===== src/rtl/tl_l1_adapter.sv =====
// L1 request to single-beat TileLink-UL A/D channel adapter, one transaction in flight.
// Optional D-wait timeout enabled by defining TL_ADAPTER_TIMEOUT_EN.

`ifndef TL_ADDR_BITS
`define TL_ADDR_BITS 32
`endif
`ifndef TL_SIZE_BITS
`define TL_SIZE_BITS 3
`endif
`ifndef TL_SOURCE_BITS
`define TL_SOURCE_BITS 4
`endif
`ifndef TL_DATA_BYTES
`define TL_DATA_BYTES 8
`endif

module tl_l1_adapter #(
  parameter int ADDR_BITS      = `TL_ADDR_BITS,
  parameter int SIZE_BITS      = `TL_SIZE_BITS,
  parameter int SOURCE_BITS    = `TL_SOURCE_BITS,
  parameter int DATA_BYTES     = `TL_DATA_BYTES,
  parameter int TIMEOUT_CYCLES = 256
) (
  input  logic                     clk,
  input  logic                     rst,
  input  logic                     start_transaction,
  input  logic [1:0]               transaction_type,
  input  logic [ADDR_BITS-1:0]     address,
  input  logic [SIZE_BITS-1:0]     size,
  input  logic [SOURCE_BITS-1:0]   source,
  input  logic [DATA_BYTES*8-1:0]  write_data,
  input  logic [DATA_BYTES-1:0]    write_mask,
  output logic [DATA_BYTES*8-1:0]  read_data,
  output logic                     transaction_done,
  output logic                     busy,
  output logic                     error,
  output logic                     a_valid,
  input  logic                     a_ready,
  output logic [2:0]               a_opcode,
  output logic [2:0]               a_param,
  output logic [SIZE_BITS-1:0]     a_size,
  output logic [SOURCE_BITS-1:0]   a_source,
  output logic [ADDR_BITS-1:0]     a_address,
  output logic [DATA_BYTES-1:0]    a_mask,
  output logic [DATA_BYTES*8-1:0]  a_data,
  input  logic                     d_valid,
  output logic                     d_ready,
  input  logic [2:0]               d_opcode,
  input  logic [SOURCE_BITS-1:0]   d_source,
  input  logic [DATA_BYTES*8-1:0]  d_data,
  input  logic                     d_denied,
  input  logic                     d_corrupt
);

  localparam int OFF_BITS = $clog2(DATA_BYTES);
  localparam int DATA_W   = DATA_BYTES * 8;

  localparam logic [2:0] OP_GET      = 3'd4;
  localparam logic [2:0] OP_PUTFULL  = 3'd0;
  localparam logic [2:0] OP_PUTPART  = 3'd1;
  localparam logic [2:0] D_ACK       = 3'd0;
  localparam logic [2:0] D_ACKDATA   = 3'd1;

  localparam logic [1:0] T_GET       = 2'd0;
  localparam logic [1:0] T_PUTFULL   = 2'd1;
  localparam logic [1:0] T_PUTPART   = 2'd2;
  localparam logic [1:0] T_ILLEGAL   = 2'd3;

  typedef enum logic [1:0] {
    S_IDLE   = 2'd0,
    S_A_REQ  = 2'd1,
    S_D_WAIT = 2'd2,
    S_DONE   = 2'd3
  } state_t;

  state_t r_state;
  state_t w_next;

  logic [2:0]              r_a_opcode;
  logic [SIZE_BITS-1:0]    r_a_size;
  logic [SOURCE_BITS-1:0]  r_a_source;
  logic [ADDR_BITS-1:0]    r_a_address;
  logic [DATA_BYTES-1:0]   r_a_mask;
  logic [DATA_W-1:0]       r_a_data;
  logic [DATA_W-1:0]       r_read_data;
  logic                    r_error;

  logic                    w_accept;
  logic                    w_legal;
  logic                    w_a_fire;
  logic                    w_d_fire;
  logic                    w_d_err;
  logic                    w_timeout;
  logic [2:0]              w_exp_d_op;
  logic [DATA_BYTES-1:0]   w_size_mask;

  // A byte lane is enabled when it falls in the same 2^size-aligned chunk as the address offset.
  function automatic logic [DATA_BYTES-1:0] size_mask(
    input logic [OFF_BITS-1:0]  off,
    input logic [SIZE_BITS-1:0] sz
  );
    logic [DATA_BYTES-1:0] m;
    int unsigned s;
    m = '0;
    s = 32'(sz);
    if (s > OFF_BITS) s = OFF_BITS;
    for (int b = 0; b < DATA_BYTES; b++) begin
      m[b] = ((unsigned'(b) >> s) == (32'(off) >> s));
    end
    return m;
  endfunction

  function automatic logic [2:0] a_op_of(input logic [1:0] t);
    logic [2:0] op;
    case (t)
      T_GET:     op = OP_GET;
      T_PUTFULL: op = OP_PUTFULL;
      T_PUTPART: op = OP_PUTPART;
      default:   op = OP_GET;
    endcase
    return op;
  endfunction

  assign w_legal     = (transaction_type != T_ILLEGAL) && (32'(size) <= OFF_BITS);
  assign w_accept    = (r_state == S_IDLE) && start_transaction;
  assign w_a_fire    = (r_state == S_A_REQ) && a_ready;
  assign w_d_fire    = (r_state == S_D_WAIT) && d_valid;
  assign w_size_mask = size_mask(address[OFF_BITS-1:0], size);
  assign w_exp_d_op  = (r_a_opcode == OP_GET) ? D_ACKDATA : D_ACK;
  assign w_d_err     = (d_opcode != w_exp_d_op) || (d_source != r_a_source) ||
                       d_denied || d_corrupt;

`ifdef TL_ADAPTER_TIMEOUT_EN
  localparam int CNT_W = $clog2(TIMEOUT_CYCLES + 1);
  logic [CNT_W-1:0] r_cnt;

  // Reaching the limit on this edge means TIMEOUT_CYCLES D_WAIT cycles have elapsed.
  assign w_timeout = (r_state == S_D_WAIT) && !d_valid &&
                     (r_cnt == CNT_W'(TIMEOUT_CYCLES - 1));

  always_ff @(posedge clk or posedge rst) begin
    if (rst) begin
      r_cnt <= '0;
    end else if (w_a_fire) begin
      r_cnt <= '0;
    end else if (r_state == S_D_WAIT) begin
      r_cnt <= r_cnt + 1'b1;
    end
  end
`else
  logic w_unused_timeout;
  assign w_unused_timeout = (TIMEOUT_CYCLES != 0);
  assign w_timeout        = 1'b0;
`endif

  always_ff @(posedge clk or posedge rst) begin
    if (rst) begin
      r_state <= S_IDLE;
    end else begin
      r_state <= w_next;
    end
  end

  always_comb begin
    w_next = r_state;
    case (r_state)
      S_IDLE: begin
        if (start_transaction) w_next = w_legal ? S_A_REQ : S_DONE;
      end
      S_A_REQ: begin
        if (a_ready) w_next = S_D_WAIT;
      end
      S_D_WAIT: begin
        if (d_valid || w_timeout) w_next = S_DONE;
      end
      S_DONE: begin
        w_next = S_IDLE;
      end
      default: begin
        w_next = S_IDLE;
      end
    endcase
  end

  // Handshake controls decode straight from the state register so reset drops them at once.
  always_comb begin
    a_valid          = 1'b0;
    d_ready          = 1'b0;
    busy             = 1'b0;
    transaction_done = 1'b0;
    case (r_state)
      S_A_REQ: begin
        a_valid = 1'b1;
        busy    = 1'b1;
      end
      S_D_WAIT: begin
        d_ready = 1'b1;
        busy    = 1'b1;
      end
      S_DONE: begin
        transaction_done = 1'b1;
        busy             = 1'b1;
      end
      default: begin
        a_valid = 1'b0;
      end
    endcase
  end

  always_ff @(posedge clk or posedge rst) begin
    if (rst) begin
      r_a_opcode  <= '0;
      r_a_size    <= '0;
      r_a_source  <= '0;
      r_a_address <= '0;
      r_a_mask    <= '0;
      r_a_data    <= '0;
      r_read_data <= '0;
      r_error     <= 1'b0;
    end else begin
      if (w_accept) begin
        r_a_opcode  <= a_op_of(transaction_type);
        r_a_size    <= size;
        r_a_source  <= source;
        r_a_address <= address;
        r_a_mask    <= (transaction_type == T_PUTPART) ? (write_mask & w_size_mask)
                                                       : w_size_mask;
        r_a_data    <= (transaction_type == T_GET) ? '0 : write_data;
        if (!w_legal) r_error <= 1'b1;
      end
      if (w_d_fire) begin
        r_error <= w_d_err;
        if (d_opcode == D_ACKDATA) r_read_data <= d_data;
      end else if (w_timeout) begin
        r_error <= 1'b1;
      end
    end
  end

  assign a_opcode  = r_a_opcode;
  assign a_param   = 3'd0;
  assign a_size    = r_a_size;
  assign a_source  = r_a_source;
  assign a_address = r_a_address;
  assign a_mask    = r_a_mask;
  assign a_data    = r_a_data;
  assign read_data = r_read_data;
  assign error     = r_error;

endmodule


===== config.mk =====
export PLATFORM = sky130hd
export DESIGN_NAME = tl_l1_adapter
export DESIGN_NICKNAME = d
export VERILOG_FILES = /design/src/rtl/tl_l1_adapter.sv
export SDC_FILE = /design/constraint.sdc
export NUM_CORES = 1
export LEC_CHECK = 0
export ABC_AREA = 1
export CAP_MARGIN = 0
export CORE_AREA = 2 2 152 154
export DETAILED_ROUTE_END_ITERATION = 7
export DIE_AREA = 0 0 154 156
export DONT_BUFFER_PORTS = 1
export MAX_ROUTING_LAYER = met4
export PLACE_DENSITY = 0.49
export SLEW_MARGIN = 40
export SYNTH_ARGS = -nofsm -noshare
export SYNTH_HDL_FRONTEND = slang
export SYNTH_SLANG_ARGS = --single-unit

===== constraint.sdc =====
create_clock -name clk -period 6.3 [get_ports clk]
set_clock_uncertainty 0.2 [all_clocks]
set_input_delay 1.26 -clock clk [delete_from_list [all_inputs] [get_ports clk]]
set_output_delay 1.26 -clock clk [all_outputs]
set_load 0.02 [all_outputs]

==> impl_metrics.yaml, run 1 <==
status:
  status: "completed"
place:
  placed_cell_area_sq_um: 7955
  placedCellCount: 1000
  place_congestion: 0.8623
  io_buffers: 0
  dp_hpwl_um: 14780
cts:
  post_cts_resized: 0
  clkSinkCount: 180
  cts_tree: "yes"
  clkTransAtPathRegs_ns: 0.07
  htree_levels: 4
  cts.path.max_buffers: 2
  cts_hold_buf: 0
  clock_latency_ns: 0.41
  numCtsBuffers: 17
  cts_setup_buffers: 0
  root_buffer: "clkbuf_16"
logic_synthesis:
  netlist_top_cells_area: "dfrtp_1 (58%), nand2_1 (14%), mux2_4 (12%)"
  netlist_area_sq_um: 7736
  ys_seq_elements: 180
  synth_top_area_cell: "dfrtp_1"
  yosys.area.top_type_share_pct: 58.22
  yosysUniqueCellTypes: 28
  avgSynthCellArea_sq_um: 10.37
  synth_warnings: 0
  synth_edf_count: 0
  async_reset_ff_share_pct: 100.0
  synth_flop_cell: "dfrtp_1"
  synthCells: 746
  ys_seq_area_share_pct: 58.22
drt:
  wl_um: 20160
  drc: 0
  vias: 5053
  routedWlPerCell_um: 19.53
  dr.pass1.iters: 7
  vias_per_cell: 4.896
  ant_nets: 0
  drtIter0Drc: 376
floorplanning:
  start_util_pct: 34.59
  row_count: 55
  die_h_um: 156
  dieArea_sq_um: 24020
  ios: 377
  coreArea_sq_um: 22370
  dieWidth_um: 154
setup_path:
  worst-setup-path-type: "reg -> out"
  cp.arrival_ns: 1.50
  r2r_slack_ns: 3.57
  worst_ep_required_time_ns: 4.84
  worstSetupEndpointType: "primary output"
  reg2reg_depth: 8
  path_delay_family: "adder cells"
  start_kind: "flop"
  cp_num_buf_inv: 1
  critPathMaxStageDelay_ns: 0.55
  r2r-start: "r_state[0]"
  worst_path_max_delay_cell: "ha_1"
  worstPathCellList: "inv_1, ha_1"
  crit_fanout: 5
  reg2reg_to: "a_mask[1]"
grt:
  grt_first_pass_wirelength_um: 30080
  grt_overflow_total: 0
  grt_pass1_vias: 5097
  grt_max_degree: 108
  grt_usage_pct: 16.56
  antenna_found_initial: 0
power:
  switching_share_pct: 44.08
  seqPwrFrac_pct: 58.6
  p_sw_mw: 2.133
  p_clk_share_pct: 21.7
  powerDensity_nw_per_um2: 566.6
  internal-power_mw: 2.706
  p_leak_nw: 4.428
  ir_drop_mv: 0.1667
  combPwrFrac_pct: 19.7
timing:
  finalHoldViolations: 0
  timing.fmax_mhz: 338.0
  min_period_ns: 2.959
  setup_tns_ns: 0
  maxSlewHeadroom_pct: 46.87
  slew_viol_final: 0
  period_share_pct: 46.97
  grt_setup_unrepaired: "no"
  tightest_slew_ns: 0.7969
  setup-violations-final: 0
layout:
  final_common_cell: "nand2_1"
  n_fill_cell: 2218
  instances_no_fill: 1032
  final_cell_mix: "nand2_1 (282), dfrtp_1 (180), o21ai_0 (80)"
  fin_area_sq_um: 8541
  diodes: 0
  syn2layout_area_growth_pct: 10.40
  finalNetCount: 940
  drive_gt1_share_pct: 15.26
job:
  cap_violations: 0
hold_path:
  hold_start: "a_address[0]"
  hold_path_end: "a_address[0]"
  hp-class: "reg -> reg"
  whs_path_depth: 2
power by group through the flow:
stage	sequential (mW)	clock [mW]	combinational [mW]
finish	2.84	1.05	0.954
global route	2.89	1.14	1.10
CTS	2.85	1.09	0.976
detailed placement	2.86	0	0.973
global placement	2.85	0	0.927
floorplan	2.67	0	0.816
state kept, by name, indices dropped and copies added (netlist names):
register and count:
a_address 32, a_size 3, read_data 64, a_opcode 2, a_data 64, a_mask 8
r_state 2, a_source 4, error 1
routing by layer:
layer	routed length [um]	GRT usage (%)
met3	1669	5.361
met4	363	5.652
met2	10280	27.80
met1	7848	18.72
met5	0	-
cell families after synthesis:
group	count (synthesis)	share of synthesized area, %
AO/OA/AOI/OAI	85	5.564
multiplexers	64	12.23
buffers and inverters	65	4.124
XOR/XNOR	2	0.2265
flip-flops	180	58.22
other	1	0.04847
adder cells (fa/ha/maj)	15	2.426
AND/OR/NAND/NOR	334	17.16
cell usage after synthesis (2+ instances only):
cell      count
nor2_2        2
inv_1        23
buf_4         4
clkbuf_1     16
nand3b_1      2
nor2_1       21
mux2_4       60
nand2_1     283
inv_2         2
buf_1         2
a21oi_1       2
xor2_1        2
o22ai_1       2
nor3_1        2
buf_6         6
mux2_2        4
nand3_1      16
dfrtp_1     180
nand4_1       2
or2_2         3
o21ai_0      80
ha_1         15
buf_2        12
cell type report:
type | count | area, sq um | area share, %
timing repair buffer | 6 | 65.06 | 0.7618
clock buffer | 19 | 452.9 | 5.303
tap | 285 | 356.6 | 4.175
clock inverter | 13 | 132.6 | 1.553
inverter | 25 | 97.59 | 1.143
sequential | 180 | 4504 | 52.74
multi-input combinational | 504 | 2932 | 34.32
worst reg2reg max path, stage by stage (launching register included):
cell	delay [ns]
dfrtp_1	0.40
inv_1	0.13
ha_1	0.26
nand2_4	0.42
inv_2	0.76
o21ai_0	0.21
nor2_1	0.15
nand3_1	0.08
nand2_1	0.06
how the worst max path moves through the flow:
stage | from | endpoint | cells past startpoint
final | r_state[0] | d_ready | 2
after global placement | start_transaction | a_mask[1] | 6
after CTS | r_state[0] | d_ready | 2
after floorplan | rst | a_address[0] | 1
after global routing | r_state[0] | d_ready | 2
after detailed placement | start_transaction | a_mask[4] | 7
per-stage QoR:
stage,setup WS [ns],util (%),hold WS (ns),power [mW]
after floorplan,2.531,-,0.3891,3.484
after global placement,3.178,35.54,0.4108,3.780
after detailed placement,3.127,35.57,0.4128,3.834
after CTS,3.280,38.19,0.4336,4.913
after global routing,3.256,38.19,0.4647,5.129
final,3.341,38.19,0.4301,4.839
(Power assumes the default switching activity.)
==> inputs of run 2 (changes only) <==
--- a/config.mk
+++ b/config.mk
@@ -12,7 +12,7 @@
 export DIE_AREA = 0 0 154 156
 export DONT_BUFFER_PORTS = 1
 export MAX_ROUTING_LAYER = met4
-export PLACE_DENSITY = 0.49
+export PLACE_DENSITY = 0.48
 export SLEW_MARGIN = 40
 export SYNTH_ARGS = -nofsm -noshare
 export SYNTH_HDL_FRONTEND = slang
==> constraint.sdc (replaced) <==
create_clock -name clk -period 2.9 [get_ports clk]
set_clock_uncertainty 0.2 [all_clocks]
set_input_delay 0.58 -clock clk [delete_from_list [all_inputs] [get_ports clk]]
set_output_delay 0.58 -clock clk [all_outputs]
set_load 0.02 [all_outputs]
==> run 2 against run 1 <==
- global-route usage grew 0.40 points
- total power is 120% higher
- combinational power increased by 120%
- core utilization is 0.24 points higher
- clock-buffer cell count decreased by 2
- worst setup slack got worse by 2.6 ns
- sequential power increased by 120%
- worst hold slack got worse by 0.37 ns
- design area is 0.62% higher
- wire length grew 0.12%
- via count shrank 1.0%
- flip-flop and latch count unchanged
- highest routed layer unchanged
==> impl_metrics.yaml, run 2 (synthesis gave the netlist of run 1 again) <==
place:
  dp_hpwl_um: 15010
  place_congestion: 0.8579
  io_buffers: 0
  pre_cts_ws_ns: 0.6180
floorplanning:
  die_h_um: 156
  start_util_pct: 34.59
  dieWidth_um: 154
  row_count: 55
  ios: 377
  dieArea_sq_um: 24020
  coreArea_sq_um: 22370
timing:
  min_period_ns: 2.202
  timing.hold.ws_ns: 0.06503
  tightest_slew_ns: 0.7153
  grt_setup_unrepaired: "no"
  setup-violations-final: 0
  fin_ws_ns: 0.6977
  period_share_pct: 75.94
  finalHoldViolations: 0
  slew_viol_final: 0
  maxSlewHeadroom_pct: 52.24
  timing.fmax_mhz: 454.1
cts:
  clkSinkCount: 180
  cts.path.max_buffers: 2
  cts_tree: "yes"
  clkTransAtPathRegs_ns: 0.08
  clock_latency_ns: 0.42
  cts_setup_buffers: 0
  post_cts_resized: 0
  root_buffer: "clkbuf_16"
  htree_levels: 4
  numCtsBuffers: 17
grt:
  grt_usage_pct: 16.95
  antenna_found_initial: 0
  grt_max_degree: 129
  grt_overflow_total: 0
  grt_first_pass_wirelength_um: 30570
  grt_pass1_vias: 5161
setup_path:
  path_delay_family: "flip-flops"
  worstPathCellList: "inv_1, ha_1, buf_4"
  start_kind: "flop"
  worst-setup-path-type: "reg -> out"
  crit_fanout: 4
  worst_ep_required_time_ns: 2.12
  worst_path_max_delay_cell: "dfrtp_1"
  cp.arrival_ns: 1.42
  critPathMaxStageDelay_ns: 0.40
  cp_num_buf_inv: 2
  worstSetupEndpointType: "primary output"
layout:
  final_cell_mix: "nand2_1 (282), dfrtp_1 (180), o21ai_0 (80)"
  syn2layout_area_growth_pct: 11.08
  diodes: 0
  finalNetCount: 948
  drive_gt1_share_pct: 15.92
  final_common_cell: "nand2_1"
job:
  cap_violations: 0
hold_path:
  hp-class: "in -> reg"
power:
  ir_drop_mv: 0.4518
  p_leak_nw: 4.452
  power_mw: 10.43
  powerDensity_nw_per_um2: 1213
drt:
  drc: 0
  dr.pass1.iters: 5
  drtIter0Drc: 387
  ant_nets: 0
  wl_um: 20180
  routedWlPerCell_um: 19.42
  vias: 5000
  vias_per_cell: 4.812
status:
  status: "completed"
## run 2: cell type report
type / instances / area (sq um)
inverters: 25 / 97.59
repair buffers: 14 / 157.7
clock inverters: 14 / 120.1
well taps: 285 / 356.6
fillers: 2176 / 13770
multi-input cells: 504 / 2932
flip-flops and latches: 180 / 4504
clock buffers: 17 / 425.4
## run 2: power breakdown
group,internal [mW],switching [mW]
clock,1.12,1.05
sequential,3.69,2.47
combinational,1.02,1.07
## run 2: final timing paths
| kind | from | to | slack, ns | cells after the start |
|---|---|---|---|---|
| min in group asynchronous | rst | read_data[10] | 0.43 | 2 |
| min | address[6] | a_address[6] | 0.07 | 2 |
| max reg2reg | r_state[0] | read_data[0] | 0.74 | 5 |
| max in group asynchronous | rst | a_size[2] | 1.39 | 3 |
| max | r_state[0] | d_ready | 0.70 | 3 |
| min reg2reg | a_address[7] | a_address[7] | 0.43 | 2 |
## run 2: metal layers
layer / global-route usage (%) / vias to the layer above / share of wire (%)
met3: 5.972 / 22 / 8.5
met5: - / - / 0
li1: - / 2372 / -
met1: 19.60 / 2395 / 39
met2: 27.99 / 211 / 51
met4: 4.940 / 0 / 1.4
## run 2: worst reg2reg max path, delay by kind of cell, from the launching register on
family	cells	cell delay (ns)
buf+inv	2	0.46
flops	1	0.40
simple gates	1	0.36
mux	1	0.36
fa+ha+maj	1	0.26
## run 2: repair_timing
item | CTS | global route
endpoints found under the setup margin | 0 | 0
endpoints found under the hold margin | 10 | 0
hold buffers | 1 | 0
## run 2: metrics by stage
stage / cells / util, % / cell area (sq um) / TNS (ns)
after detailed placement: 1007 / 35.94 / 8038 / 0
after global routing: 1039 / 38.42 / 8593 / 0
after floorplan: 749 / - / 7751 / -33.95
after global placement: 1007 / 35.94 / 8038 / 0
after CTS: 1039 / 38.42 / 8593 / 0
final: 1039 / 38.42 / 8593 / 0
==> inputs of run 3 (changes only) <==
--- a/config.mk
+++ b/config.mk
@@ -12,7 +12,7 @@
 export DIE_AREA = 0 0 154 156
 export DONT_BUFFER_PORTS = 1
 export MAX_ROUTING_LAYER = met4
-export PLACE_DENSITY = 0.48
+export PLACE_DENSITY = 0.49
 export SLEW_MARGIN = 40
 export SYNTH_ARGS = -nofsm -noshare
 export SYNTH_HDL_FRONTEND = slang
==> constraint.sdc (replaced) <==
create_clock -name clk -period 1.97 [get_ports clk]
set_clock_uncertainty 0.2 [all_clocks]
set_input_delay 0.394 -clock clk [delete_from_list [all_inputs] [get_ports clk]]
set_output_delay 0.394 -clock clk [all_outputs]
set_load 0.02 [all_outputs]
==> run 3 against run 2 <==
- clock-buffer cell count increased by 1
- largest cell class unchanged
- critical endpoint unchanged
- total power increased by 54%
- sequential share of layout area decreased by 9.5 points
- via count increased by 16%
- die area unchanged
- highest routed layer unchanged
- flip-flop and latch count unchanged
==> impl_metrics.yaml, run 3 (synthesis gave the netlist of run 1 again) <==
timing:
  finalHoldViolations: 0
  maxSlewHeadroom_pct: 65.60
  tightest_slew_ns: 0.5149
  setup-violations-final: 0
  period_share_pct: 96.29
  slew_viol_final: 0
  timing.fmax_mhz: 527.2
  grt_setup_unrepaired: "no"
  min_period_ns: 1.897
floorplanning:
  coreArea_sq_um: 22370
  dieArea_sq_um: 24020
  ios: 377
  die_h_um: 156
  dieWidth_um: 154
  start_util_pct: 34.59
  row_count: 55
power:
  power_mw: 16.08
  seqPwrFrac_pct: 56.5
  p_sw_mw: 7.010
  powerDensity_nw_per_um2: 1531
  switching_share_pct: 43.59
  internal-power_mw: 9.073
  combPwrFrac_pct: 22.8
  p_clk_share_pct: 20.7
  ir_drop_mv: 0.6211
  p_leak_nw: 5.252
setup_path:
  worst_path_max_delay_cell: "dfrtp_1"
  start_kind: "flop"
  crit_fanout: 4
  cp_num_buf_inv: 2
  worstSetupEndpointType: "primary output"
  critPathMaxStageDelay_ns: 0.39
  path_delay_family: "flip-flops"
  cp.arrival_ns: 1.30
  worst-setup-path-type: "reg -> out"
  worstPathCellList: "inv_2, ha_2, buf_6"
  worst_ep_required_time_ns: 1.38
  r2r_slack_ns: 0.13
cts:
  cts_tree: "yes"
  htree_levels: 4
  numCtsBuffers: 17
  cts.path.max_buffers: 2
  clkSinkCount: 180
  clock_latency_ns: 0.42
  clkTransAtPathRegs_ns: 0.08
  root_buffer: "clkbuf_16"
layout:
  finalNetCount: 1129
  n_fill_cell: 2034
  multi_input_area_sq_um: 2962
  diodes: 0
  final_cell_mix: "nand2_1 (282), dfrtp_1 (180), dlygate4sd3_1 (167)"
  instances_no_fill: 1221
  fin_area_sq_um: 10500
  final_common_cell: "nand2_1"
  syn2layout_area_growth_pct: 35.76
  final-seq-area_sq_um: 4504
  drive_gt1_share_pct: 15.28
  final_util_pct: 46.96
place:
  dp_hpwl_um: 15080
  io_buffers: 0
  place_congestion: 0.8650
  placed_cell_area_sq_um: 8170
  placedCellCount: 1018
drt:
  drtIter0Drc: 417
  vias: 5808
  routedWlPerCell_um: 17.82
  vias_per_cell: 4.757
  drc: 0
  ant_nets: 0
  wl_um: 21750
  dr.pass1.iters: 5
grt:
  grt_pass1_vias: 6015
  grt_first_pass_wirelength_um: 33410
  grt_overflow_total: 0
  grt_max_degree: 88
  grt_usage_pct: 18.11
  antenna_found_initial: 0
job:
  cap_violations: 0
hold_path:
  hp-class: "in -> reg"
status:
  status: "completed"
## run 3: path summary, 6_finish.rpt
check                                end  depth (start not counted)           startpoint
max in group asynchronous    a_source[1]                          3                  rst
hold reg to reg            a_address[28]                          2        a_address[28]
setup reg to reg           read_data[54]                          5           r_state[0]
setup / recovery                 d_ready                          3           r_state[0]
min in group asynchronous     a_data[19]                          2                  rst
hold / removal               a_opcode[0]                          3  transaction_type[1]
## run 3: area by class of cell
| class | instances | share of cell area [%] |
|---|---|---|
| tap | 285 | 3.395 |
| clock inverter | 14 | 1.394 |
| clock buffer | 18 | 4.182 |
| multi-input combinational | 504 | 28.20 |
| timing repair buffer | 195 | 19.01 |
| sequential | 180 | 42.89 |
| inverter | 25 | 0.9292 |
## run 3: tightest hold or removal path: cells and delay by family
kind,cells,cell delay (ns)
AND/OR/NAND/NOR,1,0.04
AO/OA/AOI/OAI,1,0.06
adder cells (fa/ha/maj),1,0.11
## run 3: layer usage
metal	track usage, %	part of all wire (%)	up-vias
met5	-	0	-
li1	-	-	2743
met1	21.34	40	2792
met4	5.518	2.2	0
met2	30.17	50	241
met3	5.250	7.5	32
## run 3: power by group through the flow
stage / combinational (mW) / sequential (mW) / clock (mW)
global route: 4.18 / 9.26 / 3.59
floorplan: 2.61 / 8.53 / 0
finish: 3.67 / 9.08 / 3.34
global placement: 3.10 / 9.12 / 0
CTS: 3.59 / 9.07 / 3.43
detailed placement: 3.27 / 9.11 / 0
## run 3: what timing repair did
action                                 4_1_cts  5_1_grt
resized for setup                            3       10
setup endpoints to repair                    3        7
endpoints found under the hold margin      175        0
buffers inserted                             2        2
hold buffers                               167        0
## run 3: stage by stage
step	setup slack [ns]	TNS, ns	hold WS [ns]
CTS	-0.001934	-0.001934	0.01500
global route	0.001451	0	0.02914
floorplan	-0.9326	-167.87	0.3036
global placement	0.1321	0	0.1344
detailed placement	0.09279	0	0.1257
finish	0.07306	0	0.03060
